$ cat config.mk
export PLATFORM = sky130hd
export DESIGN_NAME = morse_sequencer
export DESIGN_NICKNAME = d
export VERILOG_FILES = /design/src/rtl/morse_sequencer.sv
export SDC_FILE = /design/constraint.sdc
export NUM_CORES = 1
export LEC_CHECK = 0
export ABC_AREA = 1
export CAP_MARGIN = 20
export CORE_ASPECT_RATIO = 0.5
export CORE_MARGIN = 5
export CORE_UTILIZATION = 45
export DETAILED_ROUTE_END_ITERATION = 10
export GPL_ROUTABILITY_DRIVEN = 0
export GPL_TIMING_DRIVEN = 0
export HOLD_SLACK_MARGIN = 0.06
export PLACE_DENSITY = 0.66
export SLEW_MARGIN = 30
export SYNTH_ARGS = -nofsm -noshare
export SYNTH_HDL_FRONTEND = slang
export SYNTH_SLANG_ARGS = --single-unit
$ cat constraint.sdc
create_clock -name clk -period 2 [get_ports clk]
set_clock_uncertainty 0.15 [all_clocks]
set_input_delay 0.4 -clock clk [delete_from_list [all_inputs] [get_ports clk]]
set_output_delay 0.4 -clock clk [all_outputs]
set_load 0.05 [all_outputs]
$ cat src/rtl/morse_sequencer.sv
// rtl/morse_sequencer.sv - letter FIFO feeding a Morse pattern player with inter-letter gaps
module morse_sequencer #(
    parameter int TICK_DIV   = 25000000,
    parameter int FIFO_DEPTH = 4,
    parameter int GAP_UNITS  = 3
) (
    input  logic                          clk,
    input  logic                          reset,
    input  logic                          in_valid,
    input  logic [2:0]                    in_letter,
    output logic                          in_ready,
    input  logic                          abort,
    output logic                          out,
    output logic                          busy,
    output logic                          letter_done,
    output logic [$clog2(FIFO_DEPTH):0]   level
);

    localparam int PTR_W = $clog2(FIFO_DEPTH);
    localparam int DIV_W = $clog2(TICK_DIV);
    localparam int GAP_W = $clog2(GAP_UNITS + 1);
    localparam logic [DIV_W-1:0] DIV_RELOAD = DIV_W'(TICK_DIV - 1);
    localparam logic [GAP_W-1:0] GAP_RELOAD = GAP_W'(GAP_UNITS);
    localparam logic [PTR_W:0]   FULL_COUNT = (PTR_W + 1)'(FIFO_DEPTH);

    typedef enum logic [1:0] {IDLE, SYM, GAP} state_t;

    state_t             state, state_next;
    logic [12:0]        shreg, shreg_next;
    logic [3:0]         len, len_next;
    logic [DIV_W-1:0]   div, div_next;
    logic [GAP_W-1:0]   gap, gap_next;
    logic               out_next, done_next;
    logic               tick, push, pop;

    logic [2:0]         mem [FIFO_DEPTH];
    logic [PTR_W-1:0]   wr_ptr, rd_ptr;
    logic [PTR_W:0]     count;

    // {length in units, pattern LSB first}
    function automatic logic [16:0] rom(input logic [2:0] letter);
        case (letter)
            3'd0:    return {4'd5,  13'h0015};
            3'd1:    return {4'd3,  13'h0007};
            3'd2:    return {4'd7,  13'h0075};
            3'd3:    return {4'd9,  13'h01D5};
            3'd4:    return {4'd9,  13'h01DD};
            3'd5:    return {4'd11, 13'h0757};
            3'd6:    return {4'd13, 13'h1DD7};
            default: return {4'd11, 13'h0577};
        endcase
    endfunction

    assign in_ready = (count != FULL_COUNT);
    assign push     = in_valid && in_ready && !abort;
    assign busy     = (state != IDLE) || (count != '0);
    assign level    = count;
    assign tick     = (div == '0);

    always_ff @(posedge clk) begin
        if (push) begin
            mem[wr_ptr] <= in_letter;
        end
    end

    always_ff @(posedge clk or posedge reset) begin
        if (reset) begin
            wr_ptr <= '0;
            rd_ptr <= '0;
            count  <= '0;
        end else if (abort) begin
            wr_ptr <= '0;
            rd_ptr <= '0;
            count  <= '0;
        end else begin
            if (push) wr_ptr <= wr_ptr + 1'b1;
            if (pop)  rd_ptr <= rd_ptr + 1'b1;
            case ({push, pop})
                2'b10:   count <= count + 1'b1;
                2'b01:   count <= count - 1'b1;
                default: count <= count;
            endcase
        end
    end

    always_comb begin
        state_next = state;
        shreg_next = shreg;
        len_next   = len;
        div_next   = div;
        gap_next   = gap;
        done_next  = 1'b0;
        pop        = 1'b0;
        case (state)
            IDLE: begin
                if (count != '0) begin
                    pop                    = 1'b1;
                    {len_next, shreg_next} = rom(mem[rd_ptr]);
                    div_next               = DIV_RELOAD;
                    state_next             = SYM;
                end
            end
            SYM: begin
                if (tick) begin
                    div_next = DIV_RELOAD;
                    if (len == 4'd1) begin
                        state_next = GAP;
                        gap_next   = GAP_RELOAD;
                    end else begin
                        shreg_next = shreg >> 1;
                        len_next   = len - 4'd1;
                    end
                end else begin
                    div_next = div - 1'b1;
                end
            end
            GAP: begin
                if (tick) begin
                    div_next = DIV_RELOAD;
                    if (gap == GAP_W'(1)) begin
                        done_next  = 1'b1;
                        state_next = IDLE;
                    end else begin
                        gap_next = gap - 1'b1;
                    end
                end else begin
                    div_next = div - 1'b1;
                end
            end
            default: state_next = IDLE;
        endcase
        if (abort) begin
            state_next = IDLE;
            done_next  = 1'b0;
            pop        = 1'b0;
        end
        // out is registered from the next state so it changes on the same edge as the unit
        out_next = (state_next == SYM) && shreg_next[0];
    end

    always_ff @(posedge clk or posedge reset) begin
        if (reset) begin
            state       <= IDLE;
            shreg       <= '0;
            len         <= '0;
            div         <= '0;
            gap         <= '0;
            out         <= 1'b0;
            letter_done <= 1'b0;
        end else begin
            state       <= state_next;
            shreg       <= shreg_next;
            len         <= len_next;
            div         <= div_next;
            gap         <= gap_next;
            out         <= out_next;
            letter_done <= done_next;
        end
    end

endmodule

# Word-level counts from Yosys, hierarchy flattened

Memory sizes are Yosys's and may differ from the RTL's.
Cells that the tools add are included.

Reduce and logical (&&, ||, !) cells: 20
$add $sub $neg: 7
Muxes and demuxes: 39
Equality and inequality tests: 20

Operators by type and width:

| operator                                           | count |
|---|---|
| one-hot mux 17 bit (7 select lines)                | 1 |
| two-way mux 25 bit                                 | 2 |
| one-hot mux 25 bit (2 select lines)                | 1 |
| two-way mux 13 bit                                 | 3 |
| two-way mux 2 bit                                  | 14 |
| one-hot mux 13 bit (2 select lines)                | 1 |
| logical NOT 25 bit                                 | 1 |
| subtractor 25 x 1 -> 25 bit, second input constant | 1 |
| two-way mux 4 bit                                  | 3 |
| != test 2 bit, second input constant               | 6 |
| nonzero test 2 bit                                 | 6 |
| == test 3 bit, second input constant               | 3 |
| two-way mux 1 bit                                  | 9 |
| == test 2 x 1 -> 1 bit, second input constant      | 4 |
| one-hot mux 4 bit (2 select lines)                 | 1 |
| == test 3 x 2 -> 1 bit, second input constant      | 2 |
| one-hot mux 2 bit (3 select lines)                 | 1 |
| one-hot mux 3 bit (2 select lines)                 | 1 |
| nonzero test 3 bit                                 | 2 |
| AND reduction 5 bit                                | 1 |
| adder 2 x 1 -> 2 bit, second input constant        | 2 |
| == test 2 bit, second input constant               | 2 |
| == test 4 x 1 -> 1 bit, second input constant      | 1 |
| one-hot mux 2 bit (2 select lines)                 | 1 |
| other kinds (15)                                   | 17 |

Register bits: 55
Input port bits: 7
Memories kept: 1
Bits in writable memories: 12

Memories:

| memory | depth | width | rd ports | clocked after Yosys merged registers in | write ports | RTL line | text |
|---|---|---|---|---|---|---|---|
| mem    | 4     | 3     | 1        | 0                                       | 1           | 36       | `logic [2:0] mem [FIFO_DEPTH];` |

# Depth between registers and ports, before layout

Word-level depth: 7
Mapped depth: 13
Depth with buffers taken out: 12

# Least setup slack after synthesis

Ideal clock, no wire load.

Path type: reg-to-reg
Start point: register count[0] (netlist: level[0])
End point: register count[2] (netlist: level[2])
Setup slack: -0.626 ns
Period minus slack after synthesis: 2.626 ns
Stages on the path, launching flop included: 10
Arrival time: 2.337 ns
Library setup time: 0.139 ns
Cell sequence: dfrtp_1 -> inv_1 -> nand3_1 -> nand2_1 -> nand2_1 -> nor2_1 -> fa_1 -> xnor2_1 -> xor2_1 -> o22ai_1

Elaborated cells between the ends (all ways): 14
Classes of those cells: 2 x add/sub; 3 x eq/ne; 5 x mux; 4 x reduce/logical

RTL lines:

| element                                                 | RTL line | text |
|---|---|---|
| from (decl)                                             | 38       | `logic [PTR_W:0] count;` |
| from (signal assigned)                                  | 79       | `2'b10: count <= count + 1'b1;` |
| from (signal assigned)                                  | 80       | `2'b01: count <= count - 1'b1;` |
| from (signal assigned)                                  | 81       | `default: count <= count;` |
| != test 3 bit *                                         | 54       | `assign in_ready = (count != FULL_COUNT);` |
| via in_ready                                            | 11       | `output logic in_ready,` |
| logical AND 1 bit * (2 in a row)                        | 55       | `assign push = in_valid && in_ready && !abort;` |
| == test 2 x 1 -> 1 bit or == test 2 bit (tied branches) | 78       | `case ({push, pop})` |
| one-hot mux 3 bit (2 select lines)                      | 78       |  |
| two-way mux 3 bit                                       | 71       | `end else if (abort) begin` |

The timed path passes the listed nets; every way through them passes the cells marked *.
A chain may end at the register's enable or synchronous reset.

# Final worst setup path

Start point: register count[2] (netlist: level[2])
End point: register count[2] (netlist: level[2])

Longest elaborated chain between the ends: 7
Elaborated cells between the ends (all ways): 14
Classes of those cells: 2 x add/sub; 3 x eq/ne; 5 x mux; 4 x reduce/logical

RTL lines:

| element                                                 | RTL line | text |
|---|---|---|
| nonzero test 3 bit                                      | 96       | `if (count != '0) begin` |
| two-way mux 1 bit                                       | 96       |  |
| two-way mux 1 bit                                       | 94       | `case (state)` |
| two-way mux 1 bit                                       | 132      | `if (abort) begin` |
| == test 2 x 1 -> 1 bit or == test 2 bit (tied branches) | 78       |  |
| one-hot mux 3 bit (2 select lines)                      | 78       |  |
| two-way mux 3 bit                                       | 71       |  |

Parallel ways exist; a longest one is shown, timed or not.

==> reports/results.ini <==
[clock_network]
h-tree-depth=3
clk_path_buf_depth=2
path_clk_slew_ps=50
holdBufCountCts=0
cts_buffers=9
ctsRootBufferMaster=clkbuf_16
cts_sinks=67
cts_tree=done
clkLatencyLatePin_ps=330

[synthesis]
synth_cells=464
syn-cell-area_um2=3750
synth_top_area_cell=dfrtp_1
ys_ff_latch=67
synth_edf_count=12
syn_area_per_cell_um2=8.08
synthTopCellsByCount=nand2_1, inv_1, dfrtp_1
synthTopCellsByArea=dfrtp_1, nand2_1, edfxtp_1
synth_flop_cell=dfrtp_1
synth.most_common_cell=nand2_1
yosysTopAreaCellShare=0.367
yosys_warnings=0
async_flop_share=0.821
synth-seq-area-share=0.463
yosysUniqueCellTypes=38
syn-num-nets=485

[setup_path]
cp.required_ps=2050
end_kind=flip-flop
cp_max_fo=4
crit_path_cell_trace=nor3_4, inv_2, nand2_2, buf_6, nor2_4, fa_2, xnor2_2, xor2_1, o22ai_1
r2r-start=level[2]
critPathBufInv=2
cpPeakStageDelay_ps=450
start_kind=flip-flop
worstSetupPathType=flip-flop to flip-flop
worstPathArrival_ps=2000
crit_family=flip-flops
cp_slowest_cell=dfrtp_2
startpoint=level[2]

[route]
dr.pass1.iters=4
wl_per_cell_um=12.5
dr.max_layer_used=met4
vias=3058
met2_length_um=3770
antenna_left=0
drc_errors=0
avgViaCountPerCell=4.88
drt-met1-wl_um=3650
route.met3.wl_um=260
wirelength_um=7800
drt_iter0_markers=222

[layout]
area_growth_pct=24.0
fin_area_um2=4650
drive_above_1_share=0.208
n_antenna_cell=0
final_cells=626
nNetsFinal=530

[timing]
hold_violations=0
fmax_mhz=513
period_needed_ps=1950
tightest_slew_ps=505
rsz0062_at_grt=yes
period_share=0.974
finalSetupViolCount=0
relSlewSlack=0.663
slew_violations=0
fin_ws_ps=51.4

[die]
coreArea_um2=8060
rows=23
dieWidth_um=139
start_util=0.465
die_height_um=74.6
die_area_um2=10400
pin_count=14

[power]
vdd_ir_drop_max_mv=0.561
leakage_nw=2.14
p_per_area_nw_per_um2=1250

[global_routing]
grt_pass1_vias=3018
grt_overflow=0
grt_pass1_wl_um=13700
grtUsageTotal=0.165
grt_max_degree=34
antenna_found_initial=0

[place]
place_hpwl_um=5440
dp.cells=590
dp_slack_ps=-360
port_buffers=13
dpl_cell_area_um2=4100

[run]
drv_cap=0

[worst_hold_path]
min_path_type=primary input to async pin

[run_status]
status=finished clean

## layer usage
metal,GRT usage,up-vias
li1,-,1585
met2,0.292,38
met4,0.0607,0
met1,0.197,1427
met5,0,-
met3,0.0462,8
## where the power goes
group / internal, mW / switching [mW] / total [mW] / leakage [nW]
Combinational: 0.926 / 1.61 / 2.53 / 1.25
Clock: 0.936 / 0.560 / 1.50 / 0.143
Sequential: 1.63 / 0.150 / 1.78 / 0.747
## registers in the layout (all words and copies together), names as in the netlist
register	count
div	25
gap	2
len	4
letter_done	1
level	3
mem	12
out	1
rd_ptr	2
shreg	13
state	2
wr_ptr	2
## placed cells by master (no fill, tap or decap), drive strengths merged, types with 2 or more instances in the layout
cell type	netlist	final
nor3b	2	2
o21ai	43	43
nand2	115	115
xor2	5	5
nor2	65	65
dlygate4sd2	0	4
o211ai	5	5
inv	66	66
buf	7	29
clkdlybuf4s50	0	6
dfrtp	55	55
a21oi	9	9
edfxtp	12	12
a31oi	2	2
clkbuf	1	15
a21boi	2	2
nor3	10	10
clkinv	0	2
nand4	5	5
xnor2	3	3
ha	13	13
nand3	38	38
## area by class of cell
cell class	instances	area (um2)
fillers	749	3410
multi-input cells	323	1860
flip-flops and latches	67	1740
repair buffers	34	298
clock buffers	14	274
inverters	66	258
well taps	112	140
plain buffers	8	68.8
clock inverters	2	10.0
## what timing repair did
item / CTS / global route
resized for setup: 16 / 45
buffers inserted: 5 / 14
endpoints found under the setup margin: 26 / 43
endpoints found under the hold margin: 0 / 0
cloned: 0 / 1
pin swaps: 2 / 9
## stage by stage
step	setup TNS, ps	util	hold WS (ps)	power [mW]
floorplan	-229	-	299	3.48
global placement	-58090	0.505	316	3.99
detailed placement	-2500	0.508	322	4.04
CTS	-217	0.550	256	5.62
global route	-387	0.577	269	6.26
finish	0	0.577	253	5.81
## cell families after synthesis
group,synth area share
and+or+nand+nor,0.294
buffers and inverters,0.0811
DFF,0.463
AOI/OAI and AO/OA,0.0948
adders and majority gates,0.0487
xor gates and xnor gates,0.0187
## path summary, 6_finish.rpt
| check | end | slack (ps) | depth (start not counted) |
|---|---|---|---|
| max | level[2] | 50 | 9 |
| min | shreg[9] | 250 | 2 |
| max reg2reg | level[2] | 50 | 9 |
| min reg2reg | shreg[1] | 330 | 2 |
| max in group asynchronous | div[8] | 960 | 3 |
| min in group clk | shreg[1] | 330 | 2 |
No activity file was read; power rests on OpenSTA's default activity.
